[config.mk]
export PLATFORM = sky130hd
export DESIGN_NAME = io_result_tx
export DESIGN_NICKNAME = d
export VERILOG_FILES = /design/src/rtl/blake2_io_pkg.sv /design/src/rtl/io_result_shreg.sv /design/src/rtl/io_result_tx.sv
export SDC_FILE = /design/constraint.sdc
export NUM_CORES = 1
export LEC_CHECK = 0
export BUFFER_PORTS_ARGS = -buffer_cell sky130_fd_sc_hd__buf_2
export CAP_MARGIN = 20
export CORE_ASPECT_RATIO = 0.7
export CORE_MARGIN = 2
export CORE_UTILIZATION = 45
export DETAILED_ROUTE_END_ITERATION = 8
export PLACE_DENSITY = 0.71
export SYNTH_ARGS = -nofsm -noshare
export SYNTH_HDL_FRONTEND = slang
export SYNTH_HIERARCHICAL = 1
export SYNTH_SLANG_ARGS = --single-unit
[constraint.sdc]
create_clock -name clk -period 8.2 [get_ports clk]
set_input_delay 0.82 -clock clk [delete_from_list [all_inputs] [get_ports clk]]
set_output_delay 0.82 -clock clk [all_outputs]
set_load 0.01 [all_outputs]
[src/rtl/blake2_io_pkg.sv]
// Shared definitions for the BLAKE2b byte-serial I/O interface: command codes,
// sizes, transmit FSM states and the digest-length clamp.
package blake2_io_pkg;

  localparam logic [1:0] CMD_CONF  = 2'd0;
  localparam logic [1:0] CMD_START = 2'd1;
  localparam logic [1:0] CMD_DATA  = 2'd2;
  localparam logic [1:0] CMD_LAST  = 2'd3;

  localparam int unsigned BB = 64;
  localparam int unsigned W  = 64;

  typedef enum logic [1:0] {
    IDLE = 2'd0,
    SEND = 2'd1,
    DONE = 2'd2
  } tx_state_e;

  // A zero or oversized request means "full-length digest".
  function automatic logic [6:0] clamp_len(input logic [7:0] nn, input int unsigned max_len);
    if (nn == 8'd0 || 32'(nn) > max_len) return 7'(max_len);
    return nn[6:0];
  endfunction

endpackage

[src/rtl/io_result_shreg.sv]
// Load / shift-by-byte register holding the captured chaining state; the
// low byte is always the next digest byte. Optional parity via IO_RESULT_TX_PARITY_EN.
module io_result_shreg #(
  parameter int unsigned WIDTH = 512
) (
  input  logic             clk,
  input  logic             load_i,
  input  logic             shift_i,
  input  logic [WIDTH-1:0] load_data_i,
`ifdef IO_RESULT_TX_PARITY_EN
  output logic             parity_o,
`endif
  output logic [7:0]       data_o
);

  logic [WIDTH-1:0] shreg;

  always_ff @(posedge clk) begin
    if (load_i)
      shreg <= load_data_i;
    else if (shift_i)
      shreg <= {8'h00, shreg[WIDTH-1:8]};
  end

  assign data_o = shreg[7:0];

`ifdef IO_RESULT_TX_PARITY_EN
  // Parity of the byte that will sit in data_o after this edge.
  logic parity;

  always_ff @(posedge clk) begin
    if (load_i)
      parity <= ^load_data_i[7:0];
    else if (shift_i)
      parity <= ^shreg[15:8];
  end

  assign parity_o = parity;
`endif

endmodule

[src/rtl/io_result_tx.sv]
// Transmit side of the hash I/O: captures the final state and streams the
// first nn digest bytes LSB-first. Macro IO_RESULT_TX_PARITY_EN adds parity_o.
module io_result_tx
  import blake2_io_pkg::*;
#(
  parameter int unsigned BB = 64,
  parameter int unsigned W  = 64
) (
  input  logic           clk,
  input  logic           nreset,
  input  logic           hash_finished_i,
  input  logic [8*W-1:0] h_i,
  input  logic [7:0]     nn_i,
  input  logic           ready_i,
  output logic           valid_o,
  output logic [7:0]     data_o,
  output logic           last_o,
  output logic           busy_o,
  output logic           hash_finished_o
`ifdef IO_RESULT_TX_PARITY_EN
  ,
  output logic           parity_o
`endif
);

  tx_state_e  state;
  logic [6:0] remaining;
  logic [6:0] len;
  logic       load;
  logic       xfer;

  assign len  = clamp_len(nn_i, BB);
  assign load = (state == IDLE) && hash_finished_i;
  assign xfer = (state == SEND) && valid_o && ready_i;

`ifdef IO_RESULT_TX_PARITY_EN
  logic byte_parity;

  io_result_shreg #(.WIDTH(8*W)) u_shreg (
    .clk         (clk),
    .load_i      (load),
    .shift_i     (xfer),
    .load_data_i (h_i),
    .parity_o    (byte_parity),
    .data_o      (data_o)
  );

  assign parity_o = valid_o & byte_parity;
`else
  io_result_shreg #(.WIDTH(8*W)) u_shreg (
    .clk         (clk),
    .load_i      (load),
    .shift_i     (xfer),
    .load_data_i (h_i),
    .data_o      (data_o)
  );
`endif

  always_ff @(posedge clk or negedge nreset) begin
    if (!nreset) begin
      state           <= IDLE;
      remaining       <= '0;
      valid_o         <= 1'b0;
      last_o          <= 1'b0;
      busy_o          <= 1'b0;
      hash_finished_o <= 1'b0;
    end else begin
      hash_finished_o <= 1'b0;
      case (state)
        IDLE: begin
          if (hash_finished_i) begin
            remaining <= len;
            valid_o   <= 1'b1;
            busy_o    <= 1'b1;
            last_o    <= (len == 7'd1);
            state     <= SEND;
          end
        end
        SEND: begin
          if (xfer) begin
            remaining <= remaining - 7'd1;
            if (remaining == 7'd1) begin
              valid_o         <= 1'b0;
              busy_o          <= 1'b0;
              last_o          <= 1'b0;
              hash_finished_o <= 1'b1;
              state           <= DONE;
            end else begin
              // last_o is precomputed so it flips together with the next byte.
              last_o <= (remaining == 7'd2);
            end
          end
        end
        DONE:    state <= IDLE;
        default: state <= IDLE;
      endcase
    end
  end

endmodule

Word-level counts from Yosys, hierarchy flattened
Index checks and enable logic that the tools add are counted.
W data, S select, Z words.
{"block": "word_totals", "register_bits": 524, "latch_bits": 0, "mem_bits_rw": 0, "mem_bits_ro": 0, "output_inout_bits": 12, "word_cells": 49, "n_memories": 0}
{"block": "op_classes", "n_addsub": 1, "multipliers": 0, "div": 0, "n_lt_le_gt_ge": 1, "n_eq_ne": 7, "shifts": 0, "muxes": 23, "n_bitwise": 0, "n_reduce_logical": 11}
{"op": "$mux W512", "count": 2}
{"op": "$mux W7", "count": 4}
{"op": "$eq A7 B1 Y1 const B", "count": 2}
{"op": "$pmux W7 S2", "count": 1}
{"op": "$mux W1", "count": 10}
{"op": "$gt A8 B7 Y1 const B", "count": 1}
{"op": "$logic_not A8 Y1", "count": 1}
{"op": "$eq A7 B2 Y1 const B", "count": 1}
{"op": "$sub A7 B1 Y7 const B", "count": 1}
{"op": "$mux W2", "count": 3}
{"op": "$reduce_and A3 Y1", "count": 2}
{"op": "$ne A2 B1 Y1 const B", "count": 2}
{"op": "$pmux W1 S2", "count": 2}
{"op": "$pmux W2 S2", "count": 1}
{"op": "$reduce_and A4 Y1", "count": 1}
{"op": "$reduce_bool A2 Y1", "count": 2}
{"op": "$logic_and A1 B1 Y1", "count": 3}
{"op": "$eq A2 B1 Y1 const B", "count": 1}
{"op": "$logic_not A2 Y1", "count": 1}
{"op": "$ne A2 B2 Y1 const B", "count": 1}
{"op": "$logic_or A1 B1 Y1", "count": 1}

Logic depth before layout (Yosys ltp)
Gate-level depths: netlist of the first run.
{"block": "depth", "ltp_word": 7, "depth_mapped": 6}

Hierarchy
Netlist of the first run, hierarchy kept.
{"module": "io_result_shreg", "instances": 1, "cells_per_inst": 1090, "area_per_inst_um2": 21802.2, "seq_area_each_um2": 15374.7}
{"module": "io_result_tx", "instances": 1, "cells_per_inst": 75, "area_per_inst_um2": 734.5, "seq_area_each_um2": 300.3}

Worst setup path before layout of the first run
Ideal clock, no wire load.
{"block": "synth_path", "path_type": "input to register", "startpoint": "in hash_finished_i", "endpoint": "reg u_shreg.shreg[0], enable pin", "arrival_ns": 7.651, "setup_slack_ns": -0.119, "stages": 5, "path_buffers": 2, "cell_sequence": "nand2b_1 > nor2_1 > buf_6 > clkbuf_1 > or2_2"}
{"block": "synth_between", "elab_chain_cells": 2}
{"item": "from (decl)", "line": "io_result_tx.sv:11", "rtl": "input logic hash_finished_i,"}
{"item": "$logic_and A1 B1 Y1", "line": "io_result_tx.sv:33", "rtl": "assign load = (state == IDLE) && hash_finished_i;"}
{"item": "via load", "line": "io_result_tx.sv:29", "rtl": "logic load;"}
{"item": "$reduce_bool A2 Y1 (no line)"}
{"item": "to (signal assigned)", "line": "io_result_shreg.sv:20", "rtl": "shreg <= load_data_i;"}
{"item": "to (signal assigned)", "line": "io_result_shreg.sv:22", "rtl": "shreg <= {8'h00, shreg[WIDTH-1:8]};"}
{"item": "to (decl)", "line": "io_result_shreg.sv:16", "rtl": "logic [WIDTH-1:0] shreg;"}
The timed path passes the listed nets, and every way through them passes these cells.
A chain may end at the register's enable or synchronous reset.

Final worst setup path of the first run
{"block": "layout_path", "startpoint": "reg state[1]", "endpoint": "reg u_shreg.shreg[18], enable pin"}
{"block": "layout_between", "elab_chain_cells": 4, "elab_cells_between_ends": 6, "classes_between": "1 x eq/ne; 5 x reduce/logical"}
{"item": "from (decl)", "line": "io_result_tx.sv:26", "rtl": "tx_state_e state;"}
{"item": "from (signal assigned)", "line": "io_result_tx.sv:61", "rtl": "state <= IDLE;"}
{"item": "from (signal assigned)", "line": "io_result_tx.sv:76", "rtl": "state <= SEND;"}
{"item": "from (signal assigned)", "line": "io_result_tx.sv:87", "rtl": "state <= DONE;"}
{"item": "$eq A2 B1 Y1", "line": "io_result_tx.sv:34", "rtl": "assign xfer = (state == SEND) && valid_o && ready_i;"}
{"item": "$logic_and A1 B1 Y1 (2 in a row)", "line": "io_result_tx.sv:34"}
{"item": "via xfer", "line": "io_result_tx.sv:30", "rtl": "logic xfer;"}
{"item": "$reduce_bool A2 Y1 (no line)"}
The timed path passes the listed nets, and every way through them passes these cells.

==> summary.txt, run 1 <==
Clock tree
  • Clock tree buffer depth: 3
  • CTS tree: built
  • Clock slew at reported path FFs: 60 ps
  • H-tree depth: 2
  • Root Buffer: clkbuf_16
  • Cts bufs inserted: 50
  • Setup bufs post-CTS: 0
  • Post-CTS sizing: 0
  • Hold bufs inserted after CTS: 0
  • Worst skew pair latency: 570 ps
  • Clk sink count: 524

Layout
  • Fin cells: 2416
  • Layout area overhead: 20.3%
  • Final nets: 2219
  • Final Util: 55.0%
  • Design area: 0.0271 mm²
  • Share of cells above drive strength 1: 64.7%

Timing
  • Setup-failing EPs final: 0
  • Clock Skew: 9.86 ps
  • Unrepaired setup endpoints after global routing: no
  • Final hold violations: 0
  • Worst relative slew slack: 27.9%
  • Min cycle time layout: 3130 ps
  • Final period utilization: 38.2%
  • Worst slew pin tran: 1080 ps
  • Setup TNS: 0 ps
  • Pins Over Slew Limit: 0
  • Fmax: 319 MHz

Logic synthesis
  • Avg Cell Area, Syn: 19.3 µm²
  • Library cells used by synthesis: 42
  • Async S/R FF share, synth: 2.29%
  • Ys Warns: 6
  • Cell Area, Synth: 0.0225 mm²
  • Top post-synthesis cells by area: edfxtp_1 68%, mux2_2 25%, buf_6 2.2%, dfrtp_1 1.3%, clkbuf_8 0.49%
  • Post-synth EDFFs: 512
  • Dominant cell type by area after synthesis: edfxtp_1
  • Synth Flop Type: edfxtp_1
  • Syn Nets: 1692
  • Sequential share of the synthesized area: 69.6%
  • Post-synth top area share: 68.2%
  • Synth Instances: 1165
  • Synth Register Bits: 524

Floorplanning
  • CORE AREA: 0.0493 mm²
  • # rows: 68
  • Starting Density: 45.7%
  • Die W: 271 µm
  • Ports: 536
  • Die Y: 191 µm
  • Total Die Area: 0.0519 mm²

Setup path
  • Crit path DAT: 3320 ps
  • Type of destination of the critical path: flop
  • Critical Path Fanout Max: 148
  • R2R setup slack: 5070 ps
  • Startpoint Class: flop
  • Critical path required time: 8390 ps
  • WS Path Type: flop to flop

Global routing
  • Antenna violations before repair: 36
  • Vias in the first global route: 12.5k
  • Largest net degree at the start of global routing: 196
  • All-Layer GR Usage: 18.2%
  • Grt ovf: 0
  • First-pass GRT wire length: 71500 µm

Detailed routing
  • Residual DRC: 0
  • Vias: 12.1k
  • Via density: 5.02
  • Antenna viol nets, final: 0
  • Average routed wire per standard cell: 20.2 µm
  • Drt total wl: 48900 µm
  • Router iterations before antenna repair: 5
  • DRT iter0 DRCs: 886

Power
  • Pwr Density: 394 mW/mm²
  • Worst ir drop on vdd: 0.263 mV
  • Static leakage: 10.0 nW
  • Final Power: 10.7 mW

Outcome
  • Status: finished, final reports clean

Place
  • Placer Congestion: 0.840
  • Port buffer count: 535
  • DP Wirelength: 33500 µm
  • Placed Instances: 2305
  • DP Area: 0.0255 mm²

Hold path
  • Worst min-delay path category: primary input to async pin

Job
  • Maxcap violations: 0
state kept, by name, indices dropped and copies added (netlist names):
register,flops
busy_o,1
remaining,7
u_shreg/shreg,512
state,2
last_o,1
hash_finished_o,1
cells in the final DEF, fill, tap and decap left out, drive strengths merged, types with 2 or more instances in the layout:
master,count
buf,542
edfxtp,512
mux2,505
clkbuf,61
clkinv,23
diode,19
dfrtp,12
and2,8
nor2,8
bufinv,6
o21ai,5
a21oi,4
a21o,4
nand2b,3
nand2,3
ha,3
inv,3
nor3,3
nor4,3
and3,2
nand3,2
nand4,2
o2bb2ai,2
or2,2
where the power goes:
group	internal (mW)	switching (mW)	leakage, nW	total, mW
clock network	1.33	0.976	0.787	2.30
logic	1.45	1.33	4.16	2.78
registers	5.16	0.435	5.10	5.59
total	7.94	2.74	10.0	10.7
routing by layer:
| metal | vias up | GRT usage [%] | routed length [µm] |
|---|---|---|---|
| li1 | 5670 | - | - |
| met1 | 5908 | 21.3 | 18900 |
| met2 | 412 | 30.5 | 24300 |
| met3 | 99 | 7.29 | 4550 |
| met4 | 36 | 5.85 | 963 |
| met5 | - | 0 | 227 |
synthesized netlist by cell type, types with 3 or more instances:
| cell type | count |
|---|---|
| buf_6 | 45 |
| nand2_1 | 3 |
| buf_2 | 3 |
| dfrtp_1 | 12 |
| buf_4 | 9 |
| a21oi_1 | 4 |
| clkbuf_8 | 8 |
| a21o_1 | 4 |
| edfxtp_1 | 512 |
| mux2_2 | 504 |
| ha_1 | 3 |
| nand2b_1 | 3 |
| nor2_1 | 8 |
| o21ai_0 | 5 |
| and2_1 | 8 |
critical path, stage by stage (launching register included):
cell and delay, ps:
dfrtp_1 470, nand2b_1 330, nor2_1 240, or2_4 800, buf_12 550
layout make-up:
| type | count | area (µm²) |
|---|---|---|
| Fill cell | 3981 | 22200 |
| Tap cell | 665 | 832 |
| Antenna cell | 19 | 47.5 |
| Inverter | 2 | 7.51 |
| Clock inverter | 31 | 294 |
| Multi-Input combinational cell | 572 | 6160 |
| Timing Repair Buffer | 542 | 2790 |
| Sequential cell | 524 | 15700 |
| Clock buffer | 61 | 1310 |
cells by family (layout without fill, tap and decap cells):
kind of cell / count (synthesis) / count (layout) / synth area share (%)
DFF: 524 / 524 / 69.6
muxes: 506 / 506 / 25.3
buffers and inverters: 69 / 636 / 3.17
and+or+nand+nor: 40 / 40 / 1.13
AOI/OAI and AO/OA: 23 / 23 / 0.700
adders and majority gates: 3 / 3 / 0.167
other: 0 / 19 / 0
per-stage QoR:
step,hold slack (ps),setup WS (ps)
2_1_floorplan,449,2490
3_3_place_gp,470,4800
3_5_place_dp,480,4800
4_1_cts,84.5,5130
5_1_grt,108,4890
6_report,121,5070
worst paths after layout:
kind,end,depth (start not counted),from
max,u_shreg/shreg[18],4,state[1]
max in group asynchronous,remaining[0],1,nreset
min,hash_finished_o,1,nreset
min reg2reg,remaining[4],1,remaining[4]
max reg2reg,u_shreg/shreg[18],4,state[1]
min in group clk,remaining[4],1,remaining[4]
No activity file was read; power rests on OpenSTA's default activity.
==> inputs of run 2 (changes only) <==
- clock period: 8.2 -> 2.7 ns (I/O delays scaled with it)
==> run 2 against run 1 <==
  * The run now fails in clock tree synthesis (4_1_cts)
  * Synthesized cell count unchanged
  * Synthesized area unchanged
==> summary.txt, run 2 <==
Outcome
  • Status: did not finish
  • Stop stage: clock tree synthesis (4_1_cts)
  • First Err: [ERROR RSZ-0060] Max buffer count reached.

Logic synthesis
  • Synth Register Bits: 524 (unchanged)
  • Dominant cell type by area after synthesis: edfxtp_1
  • Synth Instances: 1165 (unchanged)
  • Syn Nets: 1692 (unchanged)
  • Avg Cell Area, Syn: 19.3 µm² (unchanged)
  • Post-synth EDFFs: 512 (unchanged)
  • Ys Warns: 6 (unchanged)
  • Top post-synthesis cells by area: edfxtp_1 68%, mux2_2 25%, buf_6 2.2%, dfrtp_1 1.3%, clkbuf_8 0.49%
  • Post-synth top area share: 68.2% (unchanged)
  • Sequential share of the synthesized area: 69.6% (unchanged)
  • Synth Flop Type: edfxtp_1
  • Most frequent cells after synthesis: 512 x edfxtp_1, 504 x mux2_2, 45 x buf_6
  • Cell with the most instances after synthesis: edfxtp_1
  • Library cells used by synthesis: 42 (unchanged)
  • Cell Area, Synth: 0.0225 mm² (unchanged)
  • Async S/R FF share, synth: 2.29% (unchanged)

Clock tree
  • Root Buffer: clkbuf_16
  • Clock tree buffer depth: 3 (unchanged)
  • Cts bufs inserted: 51 (+2.0%)
  • Setup bufs post-CTS: 0 (unchanged)
  • Post-CTS sizing: 0 (unchanged)
  • H-tree depth: 2 (unchanged)
  • Hold bufs inserted after CTS: 485 (+485)
  • Clk sink count: 524 (unchanged)

Floorplanning
  • Die Y: 191 µm (unchanged)
  • Ports: 536 (unchanged)
  • Die W: 271 µm (unchanged)
  • # rows: 68 (unchanged)
  • Starting Density: 45.7% (unchanged)

Place
  • Port buffer count: 535 (unchanged)
  • Placer Congestion: 0.870 (+3.5%)
  • DP Wirelength: 36200 µm (+8.1%)
-- run 2: logic make-up after synthesis --
group | after synthesis | synth area share (%)
flip-flops | 524 | 69.6
buffers and inverters | 69 | 3.17
AO/OA/AOI/OAI | 23 | 0.700
multiplexers | 506 | 25.3
AND/OR/NAND/NOR | 40 | 1.13
adder cells (fa/ha/maj) | 3 | 0.167
-- run 2: metrics by stage --
| step | worst slack, ps | instance area [µm²] | instances | hold slack (ps) | utilization [%] |
|---|---|---|---|---|---|
| after floorplan | -2450 | 22600 | 1165 | -25.6 | - |
| after global placement | 623 | 25900 | 2334 | 163 | 52.5 |
| after detailed placement | 555 | 25900 | 2334 | 167 | 52.5 |
==> inputs of run 3 (changes only) <==
- CORE_ASPECT_RATIO: 0.7 -> unset
- CORE_UTILIZATION: 45 -> 30
- PLACE_DENSITY: 0.71 -> unset
- PLACE_DENSITY_LB_ADDON: unset -> 0.15
- clock period: 2.7 -> 3.51 ns (I/O delays scaled with it)
==> run 3 against run 2 <==
  * The flow now finishes without violations
==> summary.txt, run 3 (synthesis results as in run 1) <==
Outcome
  • Status: finished, final reports clean

Timing
  • Worst relative slew slack: 55.5%
  • Fmax: 421 MHz
  • Final hold violations: 0
  • Unrepaired setup endpoints after global routing: no
  • Hold slack: 42.3 ps
  • Worst slew pin tran: 667 ps
  • Clock Skew: 11.2 ps
  • Min cycle time layout: 2380 ps
  • Pins Over Slew Limit: 0
  • Setup TNS: 0 ps
  • Final period utilization: 67.7%
  • Setup-failing EPs final: 0

Layout
  • Most frequent cells in the layout: 535 x buf_2, 512 x edfxtp_1, 504 x mux2_2
  • Max reg flops: 512
  • Largest Register: u_shreg/shreg
  • Layout area overhead: 38.9%
  • Regs by FF count: u_shreg/shreg (512), remaining (7), state (2)
  • Fillers: 6903
  • Share of cells above drive strength 1: 54.6%
  • Final nets: 2582
  • Most common cell after layout, fill and taps aside: buf_2

Power
  • Gate power share: 27.6%
  • Static leakage: 11.7 nW
  • P_int: 19.2 mW
  • Switch share: 26.9%
  • Pwr Density: 840 mW/mm²
  • Worst ir drop on vdd: 0.467 mV
  • Sw Pwr: 7.08 mW
  • Flop pwr share: 49.9%
  • Clock Power Share: 22.5%

Place
  • Port buffer count: 535 (unchanged)
  • DP Wirelength: 42200 µm (+16%)
  • Placer Congestion: 0.792 (-9.0%)

Floorplanning
  • Ports: 536 (unchanged)
  • Die Y: 278 µm (+45%)
  • Starting Density: 30.3% (-15 points)
  • Total Die Area: 0.0773 mm²
  • CORE AREA: 0.0744 mm²
  • # rows: 100 (+47%)
  • Die W: 278 µm (+2.4%)

Setup path
  • Type of destination of the critical path: flop
  • Critical path's largest stage delay: 530 ps
  • Critical path endpoint: u_shreg/shreg[441]
  • Critical Path Fanout Max: 39
  • Cell Chain, Critical Path: nand2b_1 > nor2_1 > or2_4 > buf_4
  • Startpoint Class: flop
  • R2R depth: 4
  • Reg2reg end: u_shreg/shreg[441]
  • Crit-path slowest cell: buf_4
  • Crit Reg-Reg Startpoint: state[1]
  • R2R setup slack: 1130 ps
  • Crit path DAT: 2640 ps
  • WS Path Type: flop to flop
  • Crit path max-delay family: simple AND/OR/NAND/NOR gates
  • Critical path required time: 3770 ps
  • Crit path buffers/inverters: 1
  • Stages on the worst setup path: 4
  • Crit. Startpoint: state[1]

Global routing
  • Largest net degree at the start of global routing: 110
  • First-pass GRT wire length: 90100 µm
  • Vias in the first global route: 14.9k
  • Antenna violations before repair: 21
  • Grt ovf: 0
  • All-Layer GR Usage: 15.3%

Detailed routing
  • Router iterations before antenna repair: 4
  • DRT iter0 DRCs: 717
  • Via density: 4.40
  • Vias: 13.6k
  • Antenna viol nets, final: 0
  • Residual DRC: 0
  • Average routed wire per standard cell: 19.5 µm
  • Drt total wl: 60100 µm

Clock tree
  • Cts bufs inserted: 60 (+18%)
  • H-tree depth: 2 (unchanged)
  • Root Buffer: clkbuf_16
  • Worst skew pair latency: 620 ps
  • Clk sink count: 524 (unchanged)
  • Clock tree buffer depth: 3 (unchanged)
  • Setup bufs post-CTS: 0 (unchanged)
  • Clock slew at reported path FFs: 60 ps
  • CTS tree: built

Hold path
  • Worst min-delay path category: primary input to flop

Job
  • Maxcap violations: 0
run 3: metal layers:
metal / vias to the layer above / track usage [%] / share of wire (%)
li1: 6405 / - / -
met2: 386 / 26.6 / 51
met1: 6684 / 18.6 / 41
met3: 97 / 3.90 / 5.9
met5: - / 0 / 0.18
met4: 16 / 4.44 / 2.2
run 3: layout make-up:
| cell class | instances | area (µm²) | area share [%] |
|---|---|---|---|
| Multi-Input combinational cell | 572 | 6160 | 19.7 |
| Timing Repair Buffer | 895 | 6390 | 20.4 |
| Inverter | 2 | 7.51 | 0.0240 |
| Clock buffer | 76 | 1580 | 5.05 |
| Clock inverter | 37 | 248 | 0.791 |
| Sequential cell | 524 | 15700 | 50.1 |
| Tap cell | 969 | 1210 | 3.87 |
| Antenna cell | 14 | 35.0 | 0.112 |
run 3: worst register-to-register path, delay by kind of cell, from the launching register on:
kind	cells	cell delay, ps
AND/OR/NAND/NOR	3	970
buffers and inverters	1	550
flip-flops	1	470
run 3: stage by stage:
step                area, µm²  total power, mW  setup slack (ps)  instances  util [%]
floorplan               22600             18.1             -1640       1165         -
global placement        26100             20.1              1220       2629      35.1
detailed placement      26100             20.3              1130       2629      35.1
CTS                     31300             26.7              1130       3075      42.0
global route            31300             27.8               998       3084      42.0
finish                  31300             26.3              1130       3089      42.1
run 3: power by group through the flow:
stage / combinational (mW) / sequential (mW) / clock (mW)
after global routing: 7.93 / 13.5 / 6.37
after CTS: 7.40 / 13.2 / 6.13
after floorplan: 5.25 / 12.9 / 0
final: 7.26 / 13.1 / 5.93
after global placement: 6.85 / 13.3 / 0
after detailed placement: 7.02 / 13.3 / 0
run 3: worst min path at each step:
stage | startpoint | to | slack, ps | cells after the start
floorplan | nreset | busy_o | 60 | 0
global placement | nreset | hash_finished_o | 250 | 1
detailed placement | nreset | state[1] | 260 | 1
CTS | h_i[121] | u_shreg/shreg[121] | 0.001 | 2
global route | h_i[47] | u_shreg/shreg[47] | 9 | 2
finish | h_i[90] | u_shreg/shreg[90] | 40 | 2
run 3: timing repair:
| item | in CTS | in global routing |
|---|---|---|
| endpoints found under the hold margin | 344 | 0 |
| hold buffers | 333 | 0 |
| resized for setup | 0 | 0 |
